File: src/rtl/neuromorphic_x1_pkg.sv
`default_nettype none
// ============================================================================
// Module   : neuromorphic_x1_pkg
// Brief    : Shared types and field layout for the NEUROMORPHIC_X1 WB bridge.
// Revision : 1.0
// ============================================================================
package neuromorphic_x1_pkg;

    typedef enum logic [2:0] {
        ST_IDLE     = 3'd0,
        ST_WR_PULSE = 3'd1,
        ST_WR_WAIT  = 3'd2,
        ST_RD_WAIT  = 3'd3,
        ST_RESP     = 3'd4
    } state_t;

    // adr[12] splits the slave into the macro window and the CSR window
    localparam int         c_win_sel_bit   = 12;
    localparam logic [9:0] c_csr_offset    = 10'd0;

    // Layout of the macro write word
    localparam int c_row_msb = 29;
    localparam int c_row_lsb = 25;
    localparam int c_col_msb = 24;
    localparam int c_col_lsb = 20;
    localparam int c_data_w  = 8;

    localparam int c_depth_default = 32;
    localparam int c_pend_w        = 6;

    localparam int c_csr_to_sticky = 31;
    localparam int c_csr_busy      = 30;

endpackage
`default_nettype wire

File: src/rtl/nmx1_txn_timer.sv
`default_nettype none
// ============================================================================
// Module   : nmx1_txn_timer
// Brief    : Clear/enable counter flagging expiry after TIMEOUT_CYC cycles.
// Revision : 1.0
// ============================================================================
module nmx1_txn_timer #(
    parameter int TIMEOUT_CYC = 64,
    parameter int TMR_W       = 8
) (
    input  logic clk,
    input  logic rst,
    input  logic clear,
    input  logic enable,
    output logic expire
);

    logic [TMR_W-1:0] r_count;

    assign expire = enable && (r_count == TMR_W'(TIMEOUT_CYC - 1));

    always_ff @(posedge clk) begin
        if (rst || clear) begin
            r_count <= '0;
        end else if (enable && !expire) begin
            r_count <= r_count + 1'b1;
        end
    end

endmodule
`default_nettype wire

File: src/rtl/neuromorphic_x1_wb_bridge.sv
`default_nettype none
// ============================================================================
// Module   : neuromorphic_x1_wb_bridge
// Brief    : Wishbone classic slave driving the NEUROMORPHIC_X1 ReRAM macro.
// Revision : 1.0
// ============================================================================
module neuromorphic_x1_wb_bridge
    import neuromorphic_x1_pkg::*;
#(
    parameter logic [31:0] BASE_ADDR   = 32'h3000_0000,
    parameter int          DEPTH       = c_depth_default,
    parameter int          TIMEOUT_CYC = 64,
    parameter int          TMR_W       = 8
) (
    input  logic        CLKin,
    input  logic        RSTin,
    input  logic        wb_cyc_i,
    input  logic        wb_stb_i,
    input  logic        wb_we_i,
    input  logic [31:0] wb_adr_i,
    input  logic [31:0] wb_dat_i,
    input  logic [3:0]  wb_sel_i,
    output logic [31:0] wb_dat_o,
    output logic        wb_ack_o,
    output logic        wb_err_o,
    output logic        mac_en_o,
    output logic        mac_r_wb_o,
    output logic [31:0] mac_di_o,
    output logic [31:0] mac_ad_o,
    output logic [3:0]  mac_sel_o,
    input  logic [31:0] mac_do_i,
    input  logic        mac_ack_i
);

    state_t              r_state;
    logic [c_pend_w-1:0] r_pending;
    logic                r_to_sticky;

    logic        w_hit;
    logic        w_csr_sel;
    logic        w_pend_full;
    logic        w_pend_empty;
    logic        w_tmr_clear;
    logic        w_tmr_en;
    logic        w_expire;
    logic [31:0] w_wr_word;
    logic [31:0] w_csr_word;
    logic        w_unused_dat;

    assign w_hit        = wb_cyc_i && wb_stb_i && (wb_adr_i[31:16] == BASE_ADDR[31:16]);
    assign w_csr_sel    = (wb_adr_i[11:2] == c_csr_offset);
    assign w_pend_full  = (r_pending == c_pend_w'(DEPTH));
    assign w_pend_empty = (r_pending == '0);
    assign w_tmr_clear  = (r_state == ST_IDLE);
    assign w_tmr_en     = (r_state == ST_WR_WAIT) || (r_state == ST_RD_WAIT);
    assign w_unused_dat = ^wb_dat_i[30:c_data_w];

    always_comb begin
        w_wr_word                      = '0;
        w_wr_word[c_row_msb:c_row_lsb] = wb_adr_i[11:7];
        w_wr_word[c_col_msb:c_col_lsb] = wb_adr_i[6:2];
        w_wr_word[c_data_w-1:0]        = wb_dat_i[c_data_w-1:0];
    end

    always_comb begin
        w_csr_word                  = '0;
        w_csr_word[c_csr_to_sticky] = r_to_sticky;
        w_csr_word[c_csr_busy]      = (r_state != ST_IDLE);
        w_csr_word[c_pend_w-1:0]    = r_pending;
    end

    nmx1_txn_timer #(
        .TIMEOUT_CYC (TIMEOUT_CYC),
        .TMR_W       (TMR_W)
    ) u_timer (
        .clk    (CLKin),
        .rst    (RSTin),
        .clear  (w_tmr_clear),
        .enable (w_tmr_en),
        .expire (w_expire)
    );

    always_ff @(posedge CLKin) begin
        if (RSTin) begin
            r_state     <= ST_IDLE;
            r_pending   <= '0;
            r_to_sticky <= 1'b0;
            wb_dat_o    <= '0;
            wb_ack_o    <= 1'b0;
            wb_err_o    <= 1'b0;
            mac_en_o    <= 1'b0;
            mac_r_wb_o  <= 1'b0;
            mac_di_o    <= '0;
            mac_ad_o    <= '0;
            mac_sel_o   <= '0;
        end else begin
            wb_ack_o <= 1'b0;
            wb_err_o <= 1'b0;
            case (r_state)
                ST_IDLE: begin
                    if (w_hit) begin
                        if (wb_adr_i[c_win_sel_bit]) begin
                            if (wb_we_i) begin
                                if (w_csr_sel && wb_dat_i[31]) begin
                                    r_to_sticky <= 1'b0;
                                end
                            end else begin
                                wb_dat_o <= w_csr_sel ? w_csr_word : 32'h0;
                            end
                            wb_ack_o <= 1'b1;
                            r_state  <= ST_RESP;
                        end else if (wb_we_i) begin
                            if (w_pend_full) begin
                                wb_err_o <= 1'b1;
                                r_state  <= ST_RESP;
                            end else begin
                                mac_en_o   <= 1'b1;
                                mac_r_wb_o <= 1'b0;
                                mac_di_o   <= w_wr_word;
                                mac_ad_o   <= wb_adr_i;
                                mac_sel_o  <= wb_sel_i;
                                r_state    <= ST_WR_PULSE;
                            end
                        end else begin
                            // An empty macro queue never acks a read
                            if (w_pend_empty) begin
                                wb_err_o <= 1'b1;
                                r_state  <= ST_RESP;
                            end else begin
                                mac_en_o   <= 1'b1;
                                mac_r_wb_o <= 1'b1;
                                mac_ad_o   <= wb_adr_i;
                                mac_sel_o  <= wb_sel_i;
                                r_state    <= ST_RD_WAIT;
                            end
                        end
                    end
                end
                ST_WR_PULSE: begin
                    // A second EN cycle would enqueue the write twice
                    mac_en_o <= 1'b0;
                    r_state  <= ST_WR_WAIT;
                end
                ST_WR_WAIT: begin
                    if (!wb_cyc_i) begin
                        r_state <= ST_IDLE;
                    end else if (mac_ack_i) begin
                        wb_ack_o <= 1'b1;
                        if (!w_pend_full) begin
                            r_pending <= r_pending + 1'b1;
                        end
                        r_state <= ST_RESP;
                    end else if (w_expire) begin
                        wb_err_o    <= 1'b1;
                        r_to_sticky <= 1'b1;
                        r_state     <= ST_RESP;
                    end
                end
                ST_RD_WAIT: begin
                    if (!wb_cyc_i) begin
                        mac_en_o <= 1'b0;
                        r_state  <= ST_IDLE;
                    end else if (mac_ack_i) begin
                        mac_en_o <= 1'b0;
                        wb_dat_o <= mac_do_i;
                        wb_ack_o <= 1'b1;
                        if (!w_pend_empty) begin
                            r_pending <= r_pending - 1'b1;
                        end
                        r_state <= ST_RESP;
                    end else if (w_expire) begin
                        mac_en_o    <= 1'b0;
                        wb_err_o    <= 1'b1;
                        r_to_sticky <= 1'b1;
                        r_state     <= ST_RESP;
                    end
                end
                ST_RESP: begin
                    r_state <= ST_IDLE;
                end
                default: begin
                    mac_en_o <= 1'b0;
                    r_state  <= ST_IDLE;
                end
            endcase
        end
    end

endmodule
`default_nettype wire

File: config.mk
export PLATFORM = sky130hd
export DESIGN_NAME = neuromorphic_x1_wb_bridge
export DESIGN_NICKNAME = d
export VERILOG_FILES = /design/src/rtl/neuromorphic_x1_pkg.sv /design/src/rtl/nmx1_txn_timer.sv /design/src/rtl/neuromorphic_x1_wb_bridge.sv
export SDC_FILE = /design/constraint.sdc
export NUM_CORES = 1
export LEC_CHECK = 0
export CELL_PAD_IN_SITES_DETAIL_PLACEMENT = 0
export CELL_PAD_IN_SITES_GLOBAL_PLACEMENT = 1
export CORE_MARGIN = 5
export CORE_UTILIZATION = 32
export DETAILED_ROUTE_END_ITERATION = 16
export PLACE_DENSITY = 0.84
export SLEW_MARGIN = 30
export SYNTH_ARGS = -nofsm -noshare
export SYNTH_HDL_FRONTEND = slang
export SYNTH_SLANG_ARGS = --single-unit
export TNS_END_PERCENT = 20
File: constraint.sdc
create_clock -name CLKin -period 4.8 [get_ports CLKin]
set_input_delay 0.48 -clock CLKin [delete_from_list [all_inputs] [get_ports CLKin]]
set_output_delay 0.48 -clock CLKin [all_outputs]
set_load 0.02 [all_outputs]
==> flow_summary.ini <==
[run_status]
status = complete, no violations

[die]
row_count = 43
die_x_um = 128
dieArea_um2 = 16400
fp.coreArea_um2 = 13800
ios = 210
initial_core_util = 0.325
die_h_um = 128

[synthesis]
synth_fa_ha_area_frac = 0.00560
synth.area.top_cells = dfxtp_1, nand2_1, mux2i_1
synth_compound_area_frac = 0.108
syn_inst = 507
synth.top_cell.area_share = 0.479
ys_ff_latch = 107
synth.yosys.warnings = 0
synth_top_family_by_area = simple AND/OR/NAND/NOR gates
synth_common_cells = dfxtp_1, nand2_1, nor2_1
synth-simple-area-share = 0.269
netlist_area_um2 = 4470
synth.avg_cell_area_um2 = 8.82
synthMuxAreaShare = 0.0448
synth_edf_count = 0
ys_types = 50
yosysSeqAreaShare = 0.479
synth_most_common_cell = dfxtp_1
async_reset_ff_frac = 0
synth_top_area_cell = dfxtp_1
synth_xor_area_frac = 0.0255
ys.flop_type = dfxtp_1

[setup_path]
path_depth = 6
slowest_stage = a31o_2
crit_arrival_ns = 3.19
endpoint_kind = flop
setup.worst_path.class = in2reg
startpoint_type = input pin
crit_required_ns = 5.01
critical_path.top_delay_family = simple AND/OR/NAND/NOR gates
rr_worst_depth = 4
path_buf_inv = 1
critPathMaxFanout = 33
slowest_delay_ns = 0.65
crit_chain = clkdlybuf4s50_1 -> nor4b_1 -> and2_1 -> a31o_2 -> and2_2 -> o21ai_0

[cts]
htreeDepth = 3
cts-resized-gates = 0
hold_buffers = 0
cts_root_buf = clkbuf_16
postCtsSetupBuffers = 0
cts_buffers = 9
clkSinkCount = 107
clk_latency_ns = 0.35
cts_tree = yes
clk_pin_slew_ns = 0.07
cts.path.max_buffers = 2

[route]
drtAntennaViolNets = 0
firstDrtPassIters = 4
vias_per_cell = 4.82
wirelength_um = 12600
wire_per_inst_um = 15.0
vias = 4050
drc = 0
drt_iter0_markers = 220

[timing]
maxSlewHeadroom = 0.415
fin_crit_sh = 0.623
rsz0062_at_grt = no
setup_tns_ns = 0
max_freq_mhz = 335
period_needed_ns = 2.99
hold_viol = 0
report.final.slew_viol_count = 0
worst_slew_pin_slew_ns = 0.874
skew_ns = 0.00713
setup_viol = 0

[finish]
fillCellCount = 1356
multi_input_comb_area_um2 = 2080
fin_area_um2 = 6510
nets = 765
area_growth_pct = 45.5
regArea_um2 = 2140
layout.cells.non_filler = 841
n_antenna_cell = 0
layout-drive-gt1-share = 0.0484

[pwr]
vdd_ir_drop_max_mv = 0.184
power_uw = 1740
power_density_nw_per_um2 = 267
p_leak_uw = 0.00236

[global_route]
grt_pass1_wl_um = 19900
grt_pass1_vias = 3985
grt_max_degree = 86
antenna_found_initial = 0
grt.overflow.total = 0
grt_use_total = 0.149

[place]
io_buffers = 171
place_inst = 826
gp_congestion = 0.809
dp_hpwl_um = 9150
place_area_um2 = 6210

[hold_path]
hold_depth = 2
holdCritPathClass = reg2reg

[flow_run]
maxCapViolations = 0
where the power goes:
part | switching (uW) | total [uW] | internal (uW)
Sequential | 0.000546 | 887 | 887
Clock | 321 | 735 | 414
Combinational | 46.9 | 114 | 66.9
cell type report:
class / instances / share of cell area
inverter: 3 / 0.00173
tap: 180 / 0.0346
clock inverter: 5 / 0.00827
sequential: 107 / 0.329
multi-input combinational: 359 / 0.320
clock buffer: 10 / 0.0367
timing repair buffer: 177 / 0.270
state kept, by name (all words and copies together), names as in the netlist:
name and cells:
r_pending 6, mac_en_o 1, mac_sel_o 4, mac_r_wb_o 1, mac_di_o 18, mac_ad_o 31, r_state 3, r_to_sticky 1
wb_dat_o 32, u_timer.r_count 8, wb_ack_o 1, wb_err_o 1
cells in the final DEF (no fill, tap or decap), types with 2 or more instances in the layout:
cell             Yosys  routed
a211oi_1             2       2
a21oi_1             38      38
a311oi_1             7       7
a31o_2               2       2
a31oi_1              2       2
and2_1              16      15
and3_1               2       2
and4_1               2       2
buf_4               17       5
clkbuf_16            0       9
clkdlybuf4s50_1      0     170
clkinv_2             0       3
conb_1               1      15
dfxtp_1            107     107
ha_1                 2       2
inv_1                3       3
mux2i_1             20      20
nand2_1             56      56
nand2b_1            28      28
nand3_1             17      17
nand3b_1             2       2
nand4_1             32      32
nand4b_1             2       2
nor2_1              44      44
nor2b_1              2       2
nor3_1               6       6
nor4_1               2       2
nor4b_1              2       2
o21ai_0             24      24
or3_1                3       3
or4_1                2       2
xnor2_1              7       7
xor2_1               6       6
worst min-delay path, stage by stage (launching register included):
cell     delay, ns
dfxtp_1       0.31
nand2_1       0.05
a21oi_1       0.05
metrics by stage:
stage	utilization	hold slack, ns	setup slack (ns)
CTS	0.472	0.452	1.42
floorplan	-	0.437	2.82
global placement	0.450	0.438	1.15
detailed placement	0.451	0.444	1.06
global route	0.472	0.470	1.56
finish	0.472	0.451	1.81
cells by family after synthesis:
family | count (synthesis)
and+or+nand+nor | 226
DFF | 107
AOI/OAI and AO/OA | 83
buffers and inverters | 55
muxes | 20
xor gates and xnor gates | 13
adders and majority gates | 2
other | 1
routing by layer:
| layer | global-route usage | wire length (um) |
|---|---|---|
| met3 | 0.0529 | 1050 |
| met1 | 0.187 | 5580 |
| met5 | 0 | 0 |
| met4 | 0.0556 | 217 |
| met2 | 0.234 | 5740 |
worst paths after layout:
kind / from / end / slack, ns
worst max-delay path: wb_cyc_i / wb_dat_o[6]$_SDFFE_PP0P_ / 1.81
worst min-delay path: mac_sel_o[0]$_SDFFE_PP0P_ / mac_sel_o[0]$_SDFFE_PP0P_ / 0.45
worst max register to register: r_state[1]$_SDFFE_PP0P_ / wb_dat_o[6]$_SDFFE_PP0P_ / 2.28
worst min register to register: mac_sel_o[0]$_SDFFE_PP0P_ / mac_sel_o[0]$_SDFFE_PP0P_ / 0.45
Power figures use the tool's default switching activity.
